[src/rtl/bs_gnrtr_n_rbtr_pkg.sv]
// Shared types and constants for the bus generator / arbiter.
package bs_gnrtr_n_rbtr_pkg;

    // Width of the destination-ID field at the top of every packet.
    localparam int unsigned ID_W = 8;

    typedef enum logic [1:0] {
        IDLE    = 2'd0,
        GRANT   = 2'd1,
        DELIVER = 2'd2
    } arb_state_e;

endpackage

[src/rtl/bs_gnrtr_n_rbtr_if.sv]
// Bundle of per-bus device handshake signals shared by the arbiter and devices.
interface bus_if #(
    parameter int bits    = 1,
    parameter int drvrs   = 4,
    parameter int pckg_sz = 16
) (
    input logic clk
);

    logic                                   reset;
    logic [bits-1:0][drvrs-1:0]             pndng;
    logic [bits-1:0][drvrs-1:0]             push;
    logic [bits-1:0][drvrs-1:0]             pop;
    logic [bits-1:0][drvrs-1:0][pckg_sz-1:0] D_pop;
    logic [bits-1:0][drvrs-1:0][pckg_sz-1:0] D_push;

    // Arbiter side: reads device FIFO status, issues pop/push.
    modport master (
        input  clk, reset, pndng, D_pop,
        output pop, push, D_push
    );

    // Device side: presents FIFO heads, receives pop/push.
    modport slave (
        input  clk, pop, push, D_push,
        output reset, pndng, D_pop
    );

endinterface

[src/rtl/bs_gnrtr_n_rbtr_arbiter.sv]
// Single-bus round-robin arbiter: IDLE -> GRANT (pop) -> DELIVER (push).
// Broadcast delivery is compiled in only with BUS_BROADCAST_EN defined.
module bus_arbiter
    import bs_gnrtr_n_rbtr_pkg::*;
#(
    parameter int              drvrs     = 4,
    parameter int              pckg_sz   = 16,
    parameter logic [ID_W-1:0] broadcast = 8'hFF
) (
    input  logic                            clk,
    input  logic                            reset,
    input  logic [drvrs-1:0]                pndng,
    input  logic [drvrs-1:0][pckg_sz-1:0]   D_pop,
    output logic [drvrs-1:0]                pop,
    output logic [drvrs-1:0]                push,
    output logic [drvrs-1:0][pckg_sz-1:0]   D_push
);

    localparam int unsigned N     = drvrs;
    localparam int unsigned PTR_W = (drvrs > 1) ? $clog2(drvrs) : 1;
`ifdef BUS_BROADCAST_EN
    localparam bit BCAST_EN = 1'b1;
`else
    localparam bit BCAST_EN = 1'b0;
`endif

    arb_state_e         state_q, state_d;
    logic [PTR_W-1:0]   ptr_q, ptr_d;
    logic [PTR_W-1:0]   src_q, src_d;
    logic [drvrs-1:0]   pop_q, pop_d;
    logic [drvrs-1:0]   push_q, push_d;
    logic [pckg_sz-1:0] dpush_q, dpush_d;

    logic [pckg_sz-1:0] pkt;
    logic [ID_W-1:0]    dest;
    logic [drvrs-1:0]   fwd;
    logic               found;
    int unsigned        cand;

    // Next-state: round-robin pick in IDLE, route decode in GRANT, pointer advance in DELIVER.
    always_comb begin
        state_d = state_q;
        ptr_d   = ptr_q;
        src_d   = src_q;
        pop_d   = '0;
        push_d  = '0;
        dpush_d = dpush_q;
        pkt     = D_pop[src_q];
        dest    = pkt[pckg_sz-1 -: ID_W];
        fwd     = '0;
        found   = 1'b0;
        cand    = 0;
        unique case (state_q)
            IDLE: begin
                for (int unsigned off = 0; off < N; off++) begin
                    cand = (32'(ptr_q) + off) % N;
                    if (!found && pndng[PTR_W'(cand)]) begin
                        found = 1'b1;
                        src_d = PTR_W'(cand);
                    end
                end
                if (found) begin
                    pop_d[src_d] = 1'b1;
                    state_d      = GRANT;
                end
            end
            GRANT: begin
                if (BCAST_EN && dest == broadcast) begin
                    fwd         = '1;
                    fwd[src_q]  = 1'b0;
                end else if (32'(dest) < N) begin
                    fwd[PTR_W'(dest)] = 1'b1;
                end
                // D_push only reloads when something is actually delivered.
                if (|fwd) begin
                    push_d  = fwd;
                    dpush_d = pkt;
                end
                state_d = DELIVER;
            end
            DELIVER: begin
                ptr_d   = PTR_W'((32'(src_q) + 1) % N);
                state_d = IDLE;
            end
            default: state_d = IDLE;
        endcase
    end

    // State and registered outputs, synchronous active-high reset.
    always_ff @(posedge clk) begin
        if (reset) begin
            state_q <= IDLE;
            ptr_q   <= '0;
            src_q   <= '0;
            pop_q   <= '0;
            push_q  <= '0;
            dpush_q <= '0;
        end else begin
            state_q <= state_d;
            ptr_q   <= ptr_d;
            src_q   <= src_d;
            pop_q   <= pop_d;
            push_q  <= push_d;
            dpush_q <= dpush_d;
        end
    end

    // Strobes are masked while reset is high so an aborted transfer never pops or pushes.
    assign pop    = pop_q  & {drvrs{~reset}};
    assign push   = push_q & {drvrs{~reset}};
    assign D_push = {drvrs{dpush_q}};

endmodule

[src/rtl/bs_gnrtr_n_rbtr.sv]
// Multi-bus packet generator/arbiter top: one bus_arbiter per bus.
// Optional broadcast delivery: define BUS_BROADCAST_EN.
module bs_gnrtr_n_rbtr
    import bs_gnrtr_n_rbtr_pkg::*;
#(
    parameter int              bits      = 1,
    parameter int              drvrs     = 4,
    parameter int              pckg_sz   = 16,
    parameter logic [ID_W-1:0] broadcast = 8'hFF
) (
    input  logic  clk,
    input  logic  reset,
    bus_if.master bus
);

    logic [bits-1:0][drvrs-1:0]              pop_w;
    logic [bits-1:0][drvrs-1:0]              push_w;
    logic [bits-1:0][drvrs-1:0][pckg_sz-1:0] dpush_w;

    // One independent arbiter per bus.
    for (genvar b = 0; b < bits; b++) begin : g_bus
        bus_arbiter #(
            .drvrs     (drvrs),
            .pckg_sz   (pckg_sz),
            .broadcast (broadcast)
        ) u_arb (
            .clk    (clk),
            .reset  (reset),
            .pndng  (bus.pndng[b]),
            .D_pop  (bus.D_pop[b]),
            .pop    (pop_w[b]),
            .push   (push_w[b]),
            .D_push (dpush_w[b])
        );
    end

    assign bus.pop    = pop_w;
    assign bus.push   = push_w;
    assign bus.D_push = dpush_w;

endmodule

[src/flat_wrapper.sv]
// flat-port wrapper written by rule: the top's interface ports become plain ports
module bs_gnrtr_n_rbtr_flat import bs_gnrtr_n_rbtr_pkg::*;
#(
    parameter int              bits      = 1,
    parameter int              drvrs     = 4,
    parameter int              pckg_sz   = 16,
    parameter logic [ID_W-1:0] broadcast = 8'hFF
)
  (clk, reset, bus_reset, bus_pndng, bus_D_pop, bus_pop, bus_push, bus_D_push);
  bus_if #(.bits(bits), .drvrs(drvrs), .pckg_sz(pckg_sz)) bus_i (.clk(clk));
  input  logic clk;
  input  logic reset;
  input wire logic [$bits(bus_i.reset)-1:0] bus_reset;
  input wire logic [$bits(bus_i.pndng)-1:0] bus_pndng;
  input wire logic [$bits(bus_i.D_pop)-1:0] bus_D_pop;
  output wire logic [$bits(bus_i.pop)-1:0] bus_pop;
  output wire logic [$bits(bus_i.push)-1:0] bus_push;
  output wire logic [$bits(bus_i.D_push)-1:0] bus_D_push;
  assign bus_i.reset = bus_reset;
  assign bus_i.pndng = bus_pndng;
  assign bus_i.D_pop = bus_D_pop;
  assign bus_pop = bus_i.pop;
  assign bus_push = bus_i.push;
  assign bus_D_push = bus_i.D_push;
  bs_gnrtr_n_rbtr #(.bits(bits), .drvrs(drvrs), .pckg_sz(pckg_sz), .broadcast(broadcast)) u_core (.clk(clk), .reset(reset), .bus(bus_i));
endmodule
[config.mk]
export PLATFORM = sky130hd
export DESIGN_NAME = bs_gnrtr_n_rbtr_flat
export DESIGN_NICKNAME = d
export VERILOG_FILES = /design/src/rtl/bs_gnrtr_n_rbtr_pkg.sv /design/src/rtl/bs_gnrtr_n_rbtr_if.sv /design/src/rtl/bs_gnrtr_n_rbtr_arbiter.sv /design/src/rtl/bs_gnrtr_n_rbtr.sv /design/src/flat_wrapper.sv
export SDC_FILE = /design/constraint.sdc
export NUM_CORES = 1
export LEC_CHECK = 0
export CORE_ASPECT_RATIO = 1.4
export CORE_UTILIZATION = 33
export CTS_BUF_LIST = sky130_fd_sc_hd__clkbuf_8
export CTS_CLUSTER_SIZE = 20
export DETAILED_ROUTE_END_ITERATION = 7
export PLACE_DENSITY = 0.89
export SYNTH_ARGS = -nofsm -noshare
export SYNTH_HDL_FRONTEND = slang
export SYNTH_SLANG_ARGS = --single-unit
export TNS_END_PERCENT = 30
[constraint.sdc]
create_clock -name clk -period 1.5 [get_ports clk]
set_clock_uncertainty 0.15 [all_clocks]
set_input_delay 0.15 -clock clk [delete_from_list [all_inputs] [get_ports clk]]
set_output_delay 0.15 -clock clk [all_outputs]
set_load 0.01 [all_outputs]
==> summary.txt <==
Status
  – Status: complete, but fails checks
  – Failing checks: setup timing

Hold path
  – Min-Delay Endpoint: u_core.g_bus[0].u_arb.dpush_q[1]$_SDFFE_PP0P_
  – Hold depth: 2
  – Critical hold path startpoint: u_core.g_bus[0].u_arb.dpush_q[1]$_SDFFE_PP0P_
  – Hold Path Class: flip-flop to flip-flop

Finish
  – Nets@finish: roughly 430
  – Commonest non-fill, non-tap cells in the layout: dlygate4sd2_1 (58), clkdlybuf4s50_1 (57), buf_4 (29)
  – Layout cells sized above 1: 0.244
  – Register Area: roughly 620 um^2
  – # fillers: 543
  – Multi-input logic area: 1170 um^2
  – Synth-to-layout area growth: 71.1%
  – Most common cell after layout, fill and taps aside: dlygate4sd2_1
  – Antenna cell count: 0
  – Layout Cells excl Fill: 429

STA
  – Final Hold Fails: 0
  – Fmax: approximately 610 MHz
  – RSZ-0062 raised after global routing: true
  – Worst setup margin: -0.153 ns
  – Worst Max-Slew Pin Slew: 0.454 ns
  – Hold slack: 0.344 ns
  – Period utilisation layout: 1.10
  – Min Tclk post-route: 1.65 ns
  – Final Max Slew Viols: 0
  – Setup violators final: 24
  – Rel. slew slack: 0.695
  – TNS Setup: -1.13 ns

Setup path
  – Worst r2r src: u_core.g_bus[0].u_arb.ptr_q[1]$_SDFFE_PP0N_
  – Reg2reg end: u_core.g_bus[0].u_arb.pop_q[0]$_SDFF_PP0_
  – Delay of the slowest critical-path stage: 0.50 ns
  – Critical path's top delay family: multiplexers
  – Critical path's slowest cell: mux4_2
  – WP buf/inv: 0
  – CP Class: flip-flop to flip-flop
  – Critical Path Sink Type: flip-flop
  – Reg-to-reg slack, setup: -0.15 ns
  – CP Cell Sequence: mux4_2 -> nand4_1 -> a32oi_2 -> and3_1
  – CP Max Fanout: 6
  – Worst R2R Path Depth: 4
  – Critical Path AT: 1.67 ns
  – Critical Path RT: 1.51 ns
  – Crit start category: flip-flop

Clock tree
  – Clock latency on the worst-skew pair: 0.27 ns
  – CTS tree: done
  – Total CTS buffers: 5
  – Clk sinks: 30
  – Clock root cell: clkbuf_8
  – CTS clk-pin slew, worst paths: 0.07 ns
  – Hold buffer count at CTS: 0
  – CTS H-tree lvls: 2
  – Clock Tree Buf Depth: 2

Pwr
  – Max VDD drop: 351 uV
  – Internal: 1.67 mW
  – PwrDens: 621 nW/um^2
  – Sw Ratio: 0.256
  – Gate power share: 0.286
  – P_sw: 577 uW
  – Part of the power in registers: 0.378
  – Clk pwr share: 0.336
  – Pleak: 1.93 nW

Global routing
  – First-pass GRT wire length: 10.6 mm
  – Number of global-route vias before repair: 2235
  – All-Layer GR Usage: 0.193
  – Global route overflow: 0
  – Largest net degree at the start of global routing: 27
  – Initial antenna violation count: 0

Yosys
  – Seq/Total Area, Yosys: 0.284
  – Mean Syn Cell Area: 8.83 um^2
  – Post-Syn Nets: 311
  – Synthesis Warnings: 0
  – Seq cells post-synth: 30
  – Cell count after synthesis: 240
  – Post-synth cell types: 42
  – Netlist Area Pre-Place: 2120 um^2

Floorplanning
  – Initial core utilization: 0.341
  – # rows: 34
  – Core Box Area: 6210 um^2
  – Die area: slightly below 7000 um^2
  – Die Width: approximately 70 um
  – I/O Pins: 143
  – Vert. Die Dim: roughly 97 um

Route
  – DR vias/cell: 5.09
  – Wire length per cell: approximately 15 um
  – Via count: about 2200
  – Initial DRC Count: approximately 90
  – Final ANT Viol Nets: 0
  – First-pass iteration count of the detailed router: 4
  – DRC: 0
  – DRT Wirelength: 6.46 mm

Placed design
  – Port Buffers: 141
  – Pre-CTS WS: -0.708 ns
  – Inst Count DP: 420
  – GPL Wtd Cong: 0.850
  – DPL Wire Length: 5.17 mm

Job
  – Max-cap violation count: 0
==> worst min-delay path, stage by stage (launching register included) <==
cell	delay, ns
dfxtp_1	0.33
nand3_1	0.07
o21ai_1	0.05
==> per-layer routing <==
layer / vias up / GRT usage / wire (um)
met5: - / 0 / 0
met1: 1025 / 0.191 / 2230
met2: 98 / 0.385 / 3690
met4: 0 / 0.0646 / 136
met3: 12 / 0.0417 / 403
li1: 1049 / - / -
==> layout make-up <==
type / instances / share of cell area
sequential: 30 / 0.172
tap: 72 / 0.0249
inverter: 4 / 0.00483
timing repair buffer: 173 / 0.444
clock buffer: 8 / 0.0304
multi-input combinational: 142 / 0.324
==> cells in the mapped netlist (all sizes together) <==
cell,number,area share
clkinv,1,0.0018
a22oi,2,0.0071
a211oi,1,0.0059
and3,9,0.027
dfxtp,30,0.28
or4bb,1,0.0053
xnor2,1,0.0041
nor2b,9,0.027
and4bb,1,0.0059
mux2i,2,0.0095
a21oi,3,0.0071
o41ai,2,0.015
a221o,1,0.0047
or4,2,0.0089
nand3,16,0.038
nor4b,5,0.021
or2b,2,0.0071
and2b,1,0.0035
a32o,2,0.0095
mux4,11,0.12
inv,3,0.0053
nor2,16,0.028
nor3b,2,0.0071
and3b,1,0.0041
nor4,9,0.027
nand2b,3,0.0089
clkbuf,4,0.0071
nand2,12,0.021
buf,60,0.20
a31oi,2,0.0059
nor3,3,0.0071
o21ai,15,0.035
a32oi,1,0.0077
o31ai,1,0.0035
and4,1,0.0041
nand4,3,0.0089
o21bai,2,0.0071
==> worst max-delay path by stage <==
stage / to / from / slack [ns] / cells past startpoint
floorplan: u_core.g_bus[0].u_arb.pop_q[0]$_SDFF_PP0_ / u_core.g_bus[0].u_arb.ptr_q[1]$_SDFFE_PP0N_ / -0.03 / 4
global placement: u_core.g_bus[0].u_arb.src_q[1]$_SDFFE_PP0N_ / bus_pndng[1] / -0.66 / 6
detailed placement: u_core.g_bus[0].u_arb.src_q[1]$_SDFFE_PP0N_ / bus_pndng[1] / -0.71 / 6
CTS: u_core.g_bus[0].u_arb.pop_q[0]$_SDFF_PP0_ / bus_pndng[1] / -0.16 / 6
global route: u_core.g_bus[0].u_arb.pop_q[0]$_SDFF_PP0_ / u_core.g_bus[0].u_arb.ptr_q[1]$_SDFFE_PP0N_ / -0.24 / 4
finish: u_core.g_bus[0].u_arb.pop_q[0]$_SDFF_PP0_ / u_core.g_bus[0].u_arb.ptr_q[1]$_SDFFE_PP0N_ / -0.15 / 4
==> through the flow <==
stage                     area [um^2]  utilization  power [mW]
after floorplan                  2180            -        1.16
after global placement           3450        0.556        1.46
after detailed placement         3450        0.556        1.48
after CTS                        3550        0.572        2.24
after global routing             3620        0.583        2.38
final                            3620        0.583        2.25
==> sequential cells by signal (all words and copies together), names as in the netlist <==
register,flops
u_core.g_bus.u_arb.state_q,2
u_core.g_bus.u_arb.pop_q,4
u_core.g_bus.u_arb.push_q,4
u_core.g_bus.u_arb.dpush_q,16
u_core.g_bus.u_arb.src_q,2
u_core.g_bus.u_arb.ptr_q,2
==> repair_timing <==
item / 4_1_cts / 5_1_grt
buffers inserted: 1 / 1
endpoints found under the setup margin: 99 / 44
pin swaps: 11 / 4
cloned: 0 / 0
resized for setup: 103 / 31
==> power groups by stage <==
stage	clock [mW]	sequential (mW)	combinational, mW
5_1_grt	0.830	0.854	0.695
3_3_place_gp	0	0.867	0.597
6_report	0.757	0.851	0.644
3_5_place_dp	0	0.868	0.612
4_1_cts	0.769	0.852	0.620
2_1_floorplan	0	0.859	0.304
==> cell families after synthesis <==
group                  share of synthesized area
AND/OR/NAND/NOR                            0.259
buffers and inverters                      0.218
AO/OA/AOI/OAI                              0.109
flip-flops                                 0.284
multiplexers                               0.126
XOR/XNOR                                 0.00414
Power figures use the tool's default switching activity.
